`config.mk`:
```
export PLATFORM = sky130hd
export DESIGN_NAME = action_scheduler
export DESIGN_NICKNAME = d
export VERILOG_FILES = /design/src/rtl/action_scheduler.sv
export SDC_FILE = /design/constraint.sdc
export NUM_CORES = 1
export LEC_CHECK = 0
export BUFFER_PORTS_ARGS = -buffer_cell sky130_fd_sc_hd__buf_4
export CORE_MARGIN = 2
export CORE_UTILIZATION = 40
export CTS_BUF_LIST = sky130_fd_sc_hd__clkbuf_4
export CTS_CLUSTER_DIAMETER = 120
export DETAILED_ROUTE_END_ITERATION = 12
export PLACE_DENSITY = 0.64
export SLEW_MARGIN = 20
export SYNTH_ARGS = -nofsm -noshare
export SYNTH_HDL_FRONTEND = slang
export SYNTH_SLANG_ARGS = --single-unit
export TNS_END_PERCENT = 30
```
`constraint.sdc`:
```
create_clock -name i_clk -period 6.2 [get_ports i_clk]
set_clock_uncertainty 0.15 [all_clocks]
set_input_delay 0.62 -clock i_clk [delete_from_list [all_inputs] [get_ports i_clk]]
set_output_delay 0.62 -clock i_clk [all_outputs]
set_load 0.05 [all_outputs]
```
`src/rtl/action_scheduler.sv`:
```
// action_scheduler: merges button pulses, gravity and garbage-bar timers into
// one prioritised stream of action codes, issued over valid/ready from a
// show-ahead FIFO. Optional garbage bar: define GARBAGE_BAR_EN.
module action_scheduler #(
    parameter int QSIZE     = 16,
    parameter int DOWN_TICK = 50_000_000,
    parameter int BAR_TICK  = 1_000_000_000
) (
    input  logic                    i_clk,
    input  logic                    i_reset,
    input  logic                    i_start,
    input  logic                    i_over,
    input  logic                    i_btn_left,
    input  logic                    i_btn_right,
    input  logic                    i_btn_down,
    input  logic                    i_btn_drop,
    input  logic                    i_btn_hold,
    input  logic                    i_btn_rot,
    input  logic                    i_btn_rotrev,
    output logic                    o_act_valid,
    output logic [7:0]              o_act_code,
    input  logic                    i_act_ready,
    output logic [$clog2(QSIZE):0]  o_q_count,
    output logic                    o_dropped,
    output logic                    o_running,
    output logic                    o_game_over
);
    localparam int AW = $clog2(QSIZE);
    localparam int CW = AW + 1;
    localparam int GW = (DOWN_TICK > 1) ? $clog2(DOWN_TICK) : 1;

    // state_type action codes
    localparam logic [7:0] C_NONE = 8'd0, C_INIT = 8'd1, C_DOWN = 8'd2,
                           C_LEFT = 8'd3, C_RIGHT = 8'd4, C_DROP = 8'd5,
                           C_HOLD = 8'd6, C_ROT = 8'd7, C_ROTREV = 8'd8,
                           C_BAR = 8'd9;

    // Pending-flag bit positions; a higher index wins arbitration.
    localparam int P_RIGHT = 0, P_LEFT = 1, P_ROTREV = 2, P_ROT = 3,
                   P_HOLD = 4, P_DROP = 5, P_DOWN = 6, P_BAR = 7;

    typedef enum logic [1:0] {S_IDLE, S_RUN, S_HALT} state_t;

    state_t           r_state;
    logic             r_running, r_game_over;
    logic             w_halt, w_run_act;
    logic [GW-1:0]    r_grav;
    logic             w_grav_wrap, w_bar_wrap;
    logic [7:0]       r_pend, w_req, w_grant, w_push_code;
    logic             r_dropped;
    logic             w_pop, w_push, w_can_push;
    logic [7:0]       r_mem [QSIZE];
    logic [AW-1:0]    r_rd, r_wr;
    logic [CW-1:0]    r_count;
    logic             r_valid;

    function automatic logic [7:0] f_code(input int idx);
        case (idx)
            P_BAR:    f_code = C_BAR;
            P_DOWN:   f_code = C_DOWN;
            P_DROP:   f_code = C_DROP;
            P_HOLD:   f_code = C_HOLD;
            P_ROT:    f_code = C_ROT;
            P_ROTREV: f_code = C_ROTREV;
            P_LEFT:   f_code = C_LEFT;
            default:  f_code = C_RIGHT;
        endcase
    endfunction

    // start beats over; over only matters while running
    assign w_halt    = i_over & ~i_start & (r_state == S_RUN);
    assign w_run_act = (r_state == S_RUN) & ~i_start & ~i_over;

    // Game FSM with registered status outputs
    always_ff @(posedge i_clk) begin
        if (i_reset) begin
            r_state     <= S_IDLE;
            r_running   <= 1'b0;
            r_game_over <= 1'b0;
        end else if (i_start) begin
            r_state     <= S_RUN;
            r_running   <= 1'b1;
            r_game_over <= 1'b0;
        end else if (w_halt) begin
            r_state     <= S_HALT;
            r_running   <= 1'b0;
            r_game_over <= 1'b1;
        end
    end

    assign w_grav_wrap = w_run_act & (r_grav == GW'(DOWN_TICK - 1));

    // Gravity timer: free-runs in RUN, frozen otherwise, cleared on (re)start
    always_ff @(posedge i_clk) begin
        if (i_reset | i_start)
            r_grav <= '0;
        else if (w_run_act)
            r_grav <= w_grav_wrap ? '0 : r_grav + GW'(1);
    end

`ifdef GARBAGE_BAR_EN
    localparam int BW = (BAR_TICK > 1) ? $clog2(BAR_TICK) : 1;
    logic [BW-1:0] r_bar;

    assign w_bar_wrap = w_run_act & (r_bar == BW'(BAR_TICK - 1));

    // Garbage-bar timer: same behaviour as gravity with its own period
    always_ff @(posedge i_clk) begin
        if (i_reset | i_start)
            r_bar <= '0;
        else if (w_run_act)
            r_bar <= w_bar_wrap ? '0 : r_bar + BW'(1);
    end
`else
    // no garbage bar: the BAR request can never fire
    assign w_bar_wrap = 1'b0 & (BAR_TICK > 0);
`endif

    // Collect this cycle's requests; pulses outside RUN are discarded
    always_comb begin
        w_req = '0;
        if (w_run_act) begin
            w_req[P_BAR]    = w_bar_wrap;
            w_req[P_DOWN]   = i_btn_down | w_grav_wrap;
            w_req[P_DROP]   = i_btn_drop;
            w_req[P_HOLD]   = i_btn_hold;
            w_req[P_ROT]    = i_btn_rot;
            w_req[P_ROTREV] = i_btn_rotrev;
            w_req[P_LEFT]   = i_btn_left;
            w_req[P_RIGHT]  = i_btn_right;
        end
    end

    assign w_pop      = r_valid & i_act_ready;
    assign w_can_push = (r_count != CW'(QSIZE)) | w_pop;

    // Grant the highest-priority pending flag when a slot is free
    always_comb begin
        w_grant     = '0;
        w_push_code = C_NONE;
        if (w_run_act & w_can_push) begin
            for (int i = 0; i < 8; i++) begin
                if (r_pend[i]) begin
                    w_grant     = 8'(1) << i;
                    w_push_code = f_code(i);
                end
            end
        end
    end

    assign w_push = |w_grant;

    // Pending flags: a re-pulse on an un-granted flag is merged and flagged
    always_ff @(posedge i_clk) begin
        if (i_reset | i_start) begin
            r_pend    <= '0;
            r_dropped <= 1'b0;
        end else if (w_halt) begin
            r_pend    <= '0;
        end else if (w_run_act) begin
            r_pend <= (r_pend & ~w_grant) | w_req;
            if (|(w_req & r_pend & ~w_grant))
                r_dropped <= 1'b1;
        end
    end

    // Show-ahead action FIFO; (re)start leaves INIT as the only entry
    always_ff @(posedge i_clk) begin
        if (i_reset) begin
            r_rd    <= '0;
            r_wr    <= '0;
            r_count <= '0;
            r_valid <= 1'b0;
        end else if (i_start) begin
            r_mem[0] <= C_INIT;
            r_rd     <= '0;
            r_wr     <= AW'(1);
            r_count  <= CW'(1);
            r_valid  <= 1'b1;
        end else if (w_halt) begin
            r_rd    <= '0;
            r_wr    <= '0;
            r_count <= '0;
            r_valid <= 1'b0;
        end else begin
            if (w_push) begin
                r_mem[r_wr] <= w_push_code;
                r_wr        <= r_wr + AW'(1);
            end
            if (w_pop)
                r_rd <= r_rd + AW'(1);
            case ({w_push, w_pop})
                2'b10: begin
                    r_count <= r_count + CW'(1);
                    r_valid <= 1'b1;
                end
                2'b01: begin
                    r_count <= r_count - CW'(1);
                    r_valid <= (r_count != CW'(1));
                end
                default: ;
            endcase
        end
    end

    assign o_act_valid = r_valid;
    assign o_act_code  = r_valid ? r_mem[r_rd] : C_NONE;
    assign o_q_count   = r_count;
    assign o_dropped   = r_dropped;
    assign o_running   = r_running;
    assign o_game_over = r_game_over;

endmodule

```
==> results.json, run 1 <==
{
  "outcome": "completed",
  "cp.arrival_ps": 2700,
  "max_freq_mhz": 288.3,
  "synth_seq_cells": 119,
  "hold_depth": 3,
  "p_sw_share_pct": 24.79,
  "clkPwrFrac_pct": 36.7,
  "p_int_mw": 1.104,
  "gp_congestion": 0.8382,
  "syn_area_mm2": 0.005290,
  "layout_commonest_cell": "nor2_1",
  "p_comb_share_pct": 6.1,
  "grt_use_total_pct": 16.40,
  "hpwlAfterDp_um": 7406,
  "synth_area_per_cell_um2": 11.68,
  "die_area_mm2": 0.01416,
  "power.density_mw_per_mm2": 249.5,
  "nets": 496,
  "grt_pass1_vias": 3400,
  "hold_ws_ps": 228.8,
  "hold_viol_final": 0,
  "ff2ff_path_depth": 8,
  "power.switching_uw": 363.9,
  "rsz0062_at_grt": "false",
  "diodes": 0,
  "cp_num_buf_inv": 1,
  "fillers": 1212,
  "cp_top_family": "multiplexers",
  "final_max_slew_viol_count": 0,
  "endpoint_kind": "primary output",
  "grt_pass1_wl_um": 18000,
  "cp-start-kind": "flip-flop",
  "cts_tree": "done",
  "post-cts-setup-buffers": 0,
  "min-delay-start": "i_btn_left",
  "slowest_stage": "dfxtp_2",
  "rows": 42,
  "layout_common_cells": "67 x nor2_1, 64 x edfxtp_1, 54 x dfxtp_1",
  "finalSetupTns_ps": 0,
  "num_vias": 3536,
  "ant_nets": 0,
  "crit_type": "reg2out",
  "hold_path.class": "in2reg",
  "ir_drop_v": 0.0001564,
  "synth.top_cell.area_share_pct": 36.33,
  "cts_hold_buf": 0,
  "seqPwrFrac_pct": 57.2,
  "reg2reg_setup_slack_ps": 2900,
  "grt-ovfl-total": 0,
  "cap_violations": 0,
  "cp_num_cells": 4,
  "root_buffer": "clkbuf_4",
  "min_period_ps": 3469,
  "critPathMaxFanout": 16,
  "drc": 0,
  "crit_top_cell": "mux4_2",
  "p_leak_nw": 1.858,
  "yosysWarningCount": 0,
  "async_flop_share_pct": 0,
  "coreArea_mm2": 0.01309,
  "syn_inst": 453,
  "final_util_pct": 44.97,
  "critical_path_required_ps": 5430,
  "path_cells": "mux4_2 > mux4_2 > and2_1 > buf_4",
  "via_per_inst": 5.317,
  "drive_gt1_share_pct": 17.38,
  "cts_max_level": 4,
  "cts.clk_slew.worst_paths_ps": 110,
  "finalWirelength_um": 10800,
  "clk_latency_ps": 510,
  "synth_edf_count": 64,
  "drt_pre_antenna_iters": 5,
  "synth_area_leaders": "edfxtp_1 36%, dfxtp_1 21%, mux4_2 8.5%",
  "worst_pin_slew_ps": 901.9,
  "synth_cell_types": 51,
  "placed_cells": 633,
  "slowest_delay_ps": 730,
  "finalNonFillerCells": 665,
  "setup_viol": 0,
  "die_w_um": 119,
  "io-pin-count": 29,
  "antenna_found_initial": 0,
  "cts_buffers": 17,
  "cts_sinks": 119,
  "synth_top_area_cell": "edfxtp_1",
  "finalCritPeriodShare_pct": 55.95,
  "maxSlewHeadroom_pct": 39.65,
  "yosys_most_used_dff": "edfxtp_1",
  "io_buffers": 24,
  "wl_per_cell_um": 16.24,
  "start_util_pct": 40.43,
  "rr_startpoint": "r_pend[3]",
  "rr_endpoint": "o_q_count[3]",
  "synth_seq_area_share_pct": 57.14,
  "die_h_um": 119,
  "holdPathEnd": "r_pend[1]",
  "dr.first_iter.drc_count": 282,
  "cts_buffer_depth": 2,
  "areaGrowthSynthToFinish_pct": 11.23,
  "grt_max_degree": 28,
  "cts_resized": 0
}
stage by stage:
step / worst slack (ps) / total power, mW / instance area (µm²)
finish: 2731 / 1.468 / 5884
global route: 2537 / 1.528 / 5884
CTS: 2651 / 1.477 / 5884
detailed placement: 2520 / 0.9470 / 5612
global placement: 2696 / 0.9451 / 5610
floorplan: 2944 / 0.9203 / 5301
worst max path at each step:
stage / from / endpoint / slack (ps)
after floorplan: o_q_count[0] / r_mem[0][2] / 2940
after global placement: i_start / r_mem[6][1] / 2700
after detailed placement: i_start / r_mem[4][1] / 2520
after CTS: flip-flop / o_act_code[3] / 2650
after global routing: flip-flop / o_act_code[3] / 2540
final: flip-flop / o_act_code[3] / 2730
tightest hold or removal path: stages:
cell     delay, ps
buf_4          120
nand2_1         50
a21oi_1         50
power groups by stage:
stage                     sequential [mW]  combinational [mW]  clock [mW]
final                               0.839              0.0900       0.539
after CTS                           0.840              0.0899       0.547
after floorplan                     0.861              0.0593           0
after global placement              0.857              0.0882           0
after detailed placement            0.858              0.0893           0
after global routing                0.841              0.0983       0.589
routing by layer:
| layer | GRT usage [%] | share of wire (%) |
|---|---|---|
| met3 | 4.358 | 5.5 |
| met2 | 25.07 | 47 |
| met1 | 22.71 | 46 |
| met5 | 0 | 0 |
| met4 | 5.432 | 1.6 |
kinds of logic after synthesis:
logic type / share of synthesized area [%]
mux: 8.893
other cells: 0.07089
flops: 57.14
buf+inv: 3.004
simple gates: 17.74
fa+ha+maj: 1.892
compound gates: 5.794
xor+xnor: 5.463
Yosys cell counts, types with 3 or more instances:
cell      count
o21ai_0      11
nand2b_1      4
ha_1          8
and3_1        4
and4_1        3
clkbuf_1     16
and2_1        6
a31oi_1       3
buf_2         4
dfxtp_1      55
nand3_1      15
xnor2_1      23
or4_1         3
a21oi_1      17
xor2_1       10
nor4_1        8
nand2_1      27
nor4bb_1      3
nand3b_1      4
nand4_1      11
buf_4         4
nor3b_1       3
inv_1        10
nor2_1       67
mux4_2       20
buf_1         3
nor3_1       15
edfxtp_1     64
state kept, by name, indices dropped and copies added (netlist names), named ones only:
register     count
r_mem           64
r_pend           8
r_wr             4
o_q_count        5
o_game_over      1
o_dropped        1
o_act_valid      1
r_rd             4
r_grav          26
r_state          1
layout make-up:
class / count / area (µm²) / share of cell area [%]
inverter: 10 / 37.54 / 0.6379
clock buffer: 19 / 142.6 / 2.424
multi-input combinational: 300 / 2120 / 36.02
clock inverter: 13 / 130.1 / 2.211
tap: 176 / 220.2 / 3.742
sequential: 119 / 3024 / 51.39
timing repair buffer: 28 / 210.2 / 3.572
(Power assumes the default switching activity.)
==> run 2: changes to the inputs <==
Settings changed: ABC_AREA set to 1, PLACE_DENSITY 0.64 to 0.66.
Clock period 6.2 ns to 2.8 ns, I/O delays scaled along.
==> run 2 against run 1 <==
Against the previous run:
- die area grew 8.2%
- sequential cell count is the same
- final area increased by 11%
- first-iteration DRC count rose by 35%
- global-route usage grew 1.8 points
- utilization rose by 2.1 points
- count of clock-buffer cells in the layout is 2 lower
- critical path type unchanged
- highest routed layer unchanged
==> results.json, run 2 <==
{
  "ant_nets": 0,
  "syn_inst": 669,
  "yosys_most_used_dff": "edfxtp_1",
  "cts_buffer_depth": 2,
  "drive_gt1_share_pct": 14.56,
  "cts.clk_slew.worst_paths_ps": 110,
  "cap_violations": 0,
  "cts_max_level": 4,
  "finalSetupTns_ps": 0,
  "synth_seq_cells": 119,
  "layout_common_cells": "111 x nand2_1, 110 x nor2_1, 71 x inv_1",
  "slowest_stage": "dfxtp_2",
  "fillers": 1329,
  "coreArea_mm2": 0.01393,
  "postLayoutCellArea_mm2": 0.006560,
  "grt-ovfl-total": 0,
  "endpoint_kind": "primary output",
  "yosysWarningCount": 0,
  "synth_area_per_cell_um2": 8.577,
  "layout_commonest_cell": "nand2_1",
  "hold_viol_final": 0,
  "hold_path.class": "reg2reg",
  "slowest_delay_ps": 520,
  "outcome": "completed",
  "hpwlAfterDp_um": 9266,
  "grt_pass1_wl_um": 21360,
  "antenna_found_initial": 1,
  "synth_most_common_cell": "nand2_1",
  "num_vias": 4720,
  "post-cts-setup-buffers": 0,
  "cts_buffers": 17,
  "max_freq_mhz": 379.3,
  "cts_tree": "done",
  "synth_edf_count": 64,
  "ir_drop_v": 0.0003293,
  "grt_pass1_vias": 4556,
  "synth_seq_area_share_pct": 52.68,
  "power.density_mw_per_mm2": 492.8,
  "finalWirelength_um": 12990,
  "clk_latency_ps": 530,
  "cts_sinks": 119,
  "min_period_ps": 2636,
  "min-delay-start": "r_pend[1]",
  "cp.arrival_ps": 2210,
  "die_h_um": 123.8,
  "critical_path_required_ps": 2370,
  "syn_area_mm2": 0.005738,
  "io-pin-count": 29,
  "async_flop_share_pct": 0,
  "regMostFlops": "r_mem",
  "dr.first_iter.drc_count": 381,
  "gp_congestion": 0.8853,
  "start_util_pct": 41.18,
  "grt_use_total_pct": 18.18,
  "rows": 43,
  "largest_register_ffs": 64,
  "cp_top_family": "compound AO/OA/AOI/OAI gates",
  "drc": 0,
  "root_buffer": "clkbuf_4",
  "setup_viol": 0,
  "synth_cell_types": 43,
  "die_area_mm2": 0.01532,
  "synth.top_cell.area_share_pct": 33.49,
  "wl_per_cell_um": 14.17,
  "final_max_slew_viol_count": 0,
  "rr_startpoint": "o_q_count[1]",
  "p_leak_nw": 2.312,
  "synth_commonest_cells": "111 x nand2_1, 110 x nor2_1, 72 x inv_1",
  "grt_max_degree": 33,
  "synth_area_leaders": "edfxtp_1 33%, dfxtp_1 19%, nand2_1 7.3%",
  "via_per_inst": 5.147,
  "drt_pre_antenna_iters": 5,
  "io_buffers": 24,
  "cp-start-kind": "flip-flop",
  "synth_top_area_cell": "edfxtp_1",
  "nets": 742,
  "areaGrowthSynthToFinish_pct": 14.33,
  "cp_num_buf_inv": 2,
  "place_area_mm2": 0.006148,
  "die_w_um": 123.8,
  "critPathMaxFanout": 17,
  "path_cells": "clkinvlp_4 > o21ai_0 > o22ai_1 > o211ai_1 > a21oi_1 > buf_4",
  "top_regs": "r_mem x64, r_grav x26, r_pend x8",
  "rsz0062_at_grt": "false",
  "finalCritPeriodShare_pct": 94.16,
  "crit_type": "reg2out"
}
-- run 2: changes by cell type after synthesis, sizes merged, moves of 6 or more --
cell / previous run / this run
nand2: 27 / 114
inv: 10 / 79
nor2: 67 / 121
o21ai: 12 / 54
xnor2: 23 / 1
a21oi: 17 / 37
mux4: 20 / 0
nand3: 16 / 36
o221ai: 1 / 13
and2: 6 / 0
clkbuf: 16 / 10
-- run 2: cell families (layout without fill, tap and decap cells) --
family / count (synthesis) / count (layout) / share of synthesized area [%]
XOR/XNOR: 7 / 7 / 1.068
other: 1 / 6 / 0.06535
adder cells (fa/ha/maj): 8 / 8 / 1.745
AO/OA/AOI/OAI: 123 / 123 / 12.52
flip-flops: 119 / 119 / 52.68
AND/OR/NAND/NOR: 313 / 313 / 24.99
buffers and inverters: 98 / 161 / 6.934
-- run 2: worst paths after layout --
kind,endpoint,slack (ps),cells after the start
setup / recovery,o_act_code[2],160,6
hold / removal,r_pend[1],330,2
setup reg to reg,r_mem[15][0],250,13
hold reg to reg,r_pend[1],330,2
-- run 2: tightest hold or removal path, stage by stage (launching register included) --
cell	delay, ps
dfxtp_1	330
nand2_1	60
a21oi_1	50
-- run 2: stage by stage --
stage | cells | power, mW | hold WS [ps] | worst slack, ps | util (%)
CTS | 915 | 3.255 | 328.1 | 140.8 | 46.94
global placement | 870 | 2.124 | 303.2 | 290.3 | 44.12
floorplan | 672 | 2.052 | 278.2 | -113.8 | -
detailed placement | 870 | 2.126 | 311.3 | 188.6 | 44.12
finish | 917 | 3.233 | 325.8 | 163.6 | 47.08
global route | 917 | 3.370 | 374.9 | 11.94 | 47.08
-- run 2: final cells by class --
class | instances | area (µm²) | share of cell area [%]
antenna | 2 | 5.005 | 0.07629
timing repair buffer | 49 | 400.4 | 6.103
multi-input combinational | 455 | 2341 | 35.69
clock buffer | 17 | 127.6 | 1.945
tap | 180 | 225.2 | 3.433
inverter | 80 | 305.3 | 4.654
clock inverter | 15 | 130.1 | 1.984
sequential | 119 | 3025 | 46.12
-- run 2: timing repair --
item                       CTS  global route
gates resized for setup      2             2
setup endpoints to repair    3             6
hold buffers                13             0
hold endpoints to repair    14             0
-- run 2: routing by layer --
layer | share of wire (%) | vias to the layer above | GRT usage, %
met2 | 47 | 108 | 29.29
met4 | 1.2 | 0 | 6.108
met1 | 47 | 2220 | 23.42
met3 | 4.2 | 14 | 5.357
li1 | - | 2378 | -
met5 | 0 | - | 0
-- run 2: where the power goes --
part	switching, mW	total, mW	internal [mW]
clock network	0.688	1.13	0.440
logic	0.173	0.259	0.0862
registers	0.0120	1.84	1.83
==> run 3: changes to the inputs <==
Settings changed: BUFFER_PORTS_ARGS -buffer_cell sky130_fd_sc_hd__buf_4 to -buffer_cell sky130_fd_sc_hd__clkbuf_2.
==> run 3 against run 2 <==
Against the previous run:
- sequential cell count did not move
- cell count fell by 0.33%
- non-clock buffer count fell by 1
- largest power group unchanged
- critical path depth rose by 1
- first-iteration DRC count rose by 5.0%
==> results.json, run 3 (same netlist as run 2, synthesis figures left out) <==
{
  "cp-start-kind": "flip-flop",
  "drive_gt1_share_pct": 14.46,
  "postLayoutCellArea_mm2": 0.006511,
  "min_period_ps": 2607,
  "finalCritPeriodShare_pct": 93.11,
  "regMostFlops": "r_mem",
  "grt_pass1_vias": 4527,
  "p_int_mw": 2.525,
  "p_leak_nw": 2.322,
  "final_max_slew_viol_count": 0,
  "coreArea_mm2": 0.01393,
  "power.density_mw_per_mm2": 509.5,
  "power.switching_uw": 792.9,
  "critPathMaxFanout": 32,
  "cts_buffer_depth": 2,
  "via_per_inst": 5.188,
  "place_area_mm2": 0.006088,
  "root_buffer": "clkbuf_4",
  "drt_pre_antenna_iters": 5,
  "hold_viol_final": 0,
  "ir_drop_v": 0.0004440,
  "grt.met2_usage_pct": 30.67,
  "drc": 0,
  "cp.arrival_ps": 2180,
  "max_freq_mhz": 383.6,
  "cts_max_level": 4,
  "post-cts-setup-buffers": 0,
  "cap_violations": 0,
  "cts_sinks": 119,
  "hold_depth": 2,
  "rsz0062_at_grt": "false",
  "setup_viol": 0,
  "layout_common_cells": "111 x nand2_1, 110 x nor2_1, 71 x inv_1",
  "layout_commonest_cell": "nand2_1",
  "seqPwrFrac_pct": 55.7,
  "largest_register_ffs": 64,
  "areaGrowthSynthToFinish_pct": 13.48,
  "ant_nets": 0,
  "hold_ws_ps": 321.3,
  "nets": 741,
  "top_regs": "r_mem x64, r_grav x26, r_pend x8",
  "crit_type": "reg2out",
  "pre_cts_slack_ps": 165.1,
  "start_util_pct": 41.18,
  "clk_latency_ps": 520,
  "io_buffers": 24,
  "grt_pass1_wl_um": 21930,
  "cts.clk_slew.worst_paths_ps": 100,
  "die_h_um": 123.8,
  "grtUsageMet3_pct": 4.533,
  "cts_tree": "done",
  "die_area_mm2": 0.01532,
  "hpwlAfterDp_um": 9465,
  "gp_congestion": 0.8973,
  "met1_usage_pct": 23.91,
  "num_vias": 4742,
  "rows": 43,
  "finalSetupTns_ps": 0,
  "grt-ovfl-total": 0,
  "finalWirelength_um": 13090,
  "final_util_pct": 46.73,
  "cts_buffers": 17,
  "critical_path_required_ps": 2370,
  "antenna_found_initial": 1,
  "grt_use_total_pct": 18.65,
  "grt_max_degree": 33,
  "p_sw_share_pct": 23.90,
  "grt_busiest_layer": "met2",
  "ff2ff_path_depth": 13,
  "hold_path.class": "reg2reg",
  "dr.first_iter.drc_count": 400,
  "die_w_um": 123.8,
  "endpoint_kind": "primary output",
  "p_comb_share_pct": 7.4,
  "wl_per_cell_um": 14.32,
  "outcome": "completed",
  "final.setup.worst_slack_ps": 192.8,
  "io-pin-count": 29,
  "clkPwrFrac_pct": 36.9
}
run 3: cell count changes in the layout (fill, tap and decap cells not counted), sizes merged:
cell,before,now
inv,81,78
clkbuf,17,42
clkinvlp,5,2
dlygate4sd3,13,12
buf,36,13
bufinv,1,3
clkinv,8,9
diode,2,1
run 3: stage by stage:
step | power, mW | cells
finish | 3.318 | 914
global route | 3.466 | 914
CTS | 3.349 | 913
detailed placement | 2.113 | 870
global placement | 2.109 | 870
floorplan | 2.052 | 672
run 3: layout make-up:
type	count	area, µm²
diodes	1	2.502
clock buffers	19	142.6
clock inverters	12	135.1
fillers	1321	7423
inverters	80	305.3
multi-input cells	455	2341
flip-flops and latches	119	3025
well taps	180	225.2
repair buffers	48	334.1
run 3: worst max-delay path: stages (launching register included):
cell and delay (ps):
dfxtp_2 370, inv_1 80, buf_6 230, o21ai_0 100
o221ai_1 230, nand3_1 160, a21oi_1 200, clkbuf_2 300
run 3: power groups by stage:
stage	clock [mW]	combinational, mW	sequential (mW)
4_1_cts	1.26	0.241	1.85
3_3_place_gp	0	0.224	1.89
2_1_floorplan	0	0.143	1.91
3_5_place_dp	0	0.228	1.89
5_1_grt	1.35	0.271	1.85
6_report	1.22	0.247	1.85
run 3: worst paths after layout:
check,slack [ps],end,from
worst max register to register,240,r_mem[7][1],o_q_count[1]
worst min register to register,320,r_pend[1],r_pend[1]
worst max-delay path,190,o_act_code[3],flip-flop
worst min-delay path,320,r_pend[1],r_pend[1]
run 3: timing repair:
action | CTS | global route
hold buffers | 12 | 0
resized for setup | 0 | 7
hold endpoints to repair | 13 | 0
endpoints found under the setup margin | 0 | 35
run 3: per-layer routing:
layer  vias to the layer above  part of all wire (%)
met4                         0                   1.9
met3                        20                   4.3
li1                       2374                     -
met1                      2219                    46
met2                       129                    48
met5                         -                     0
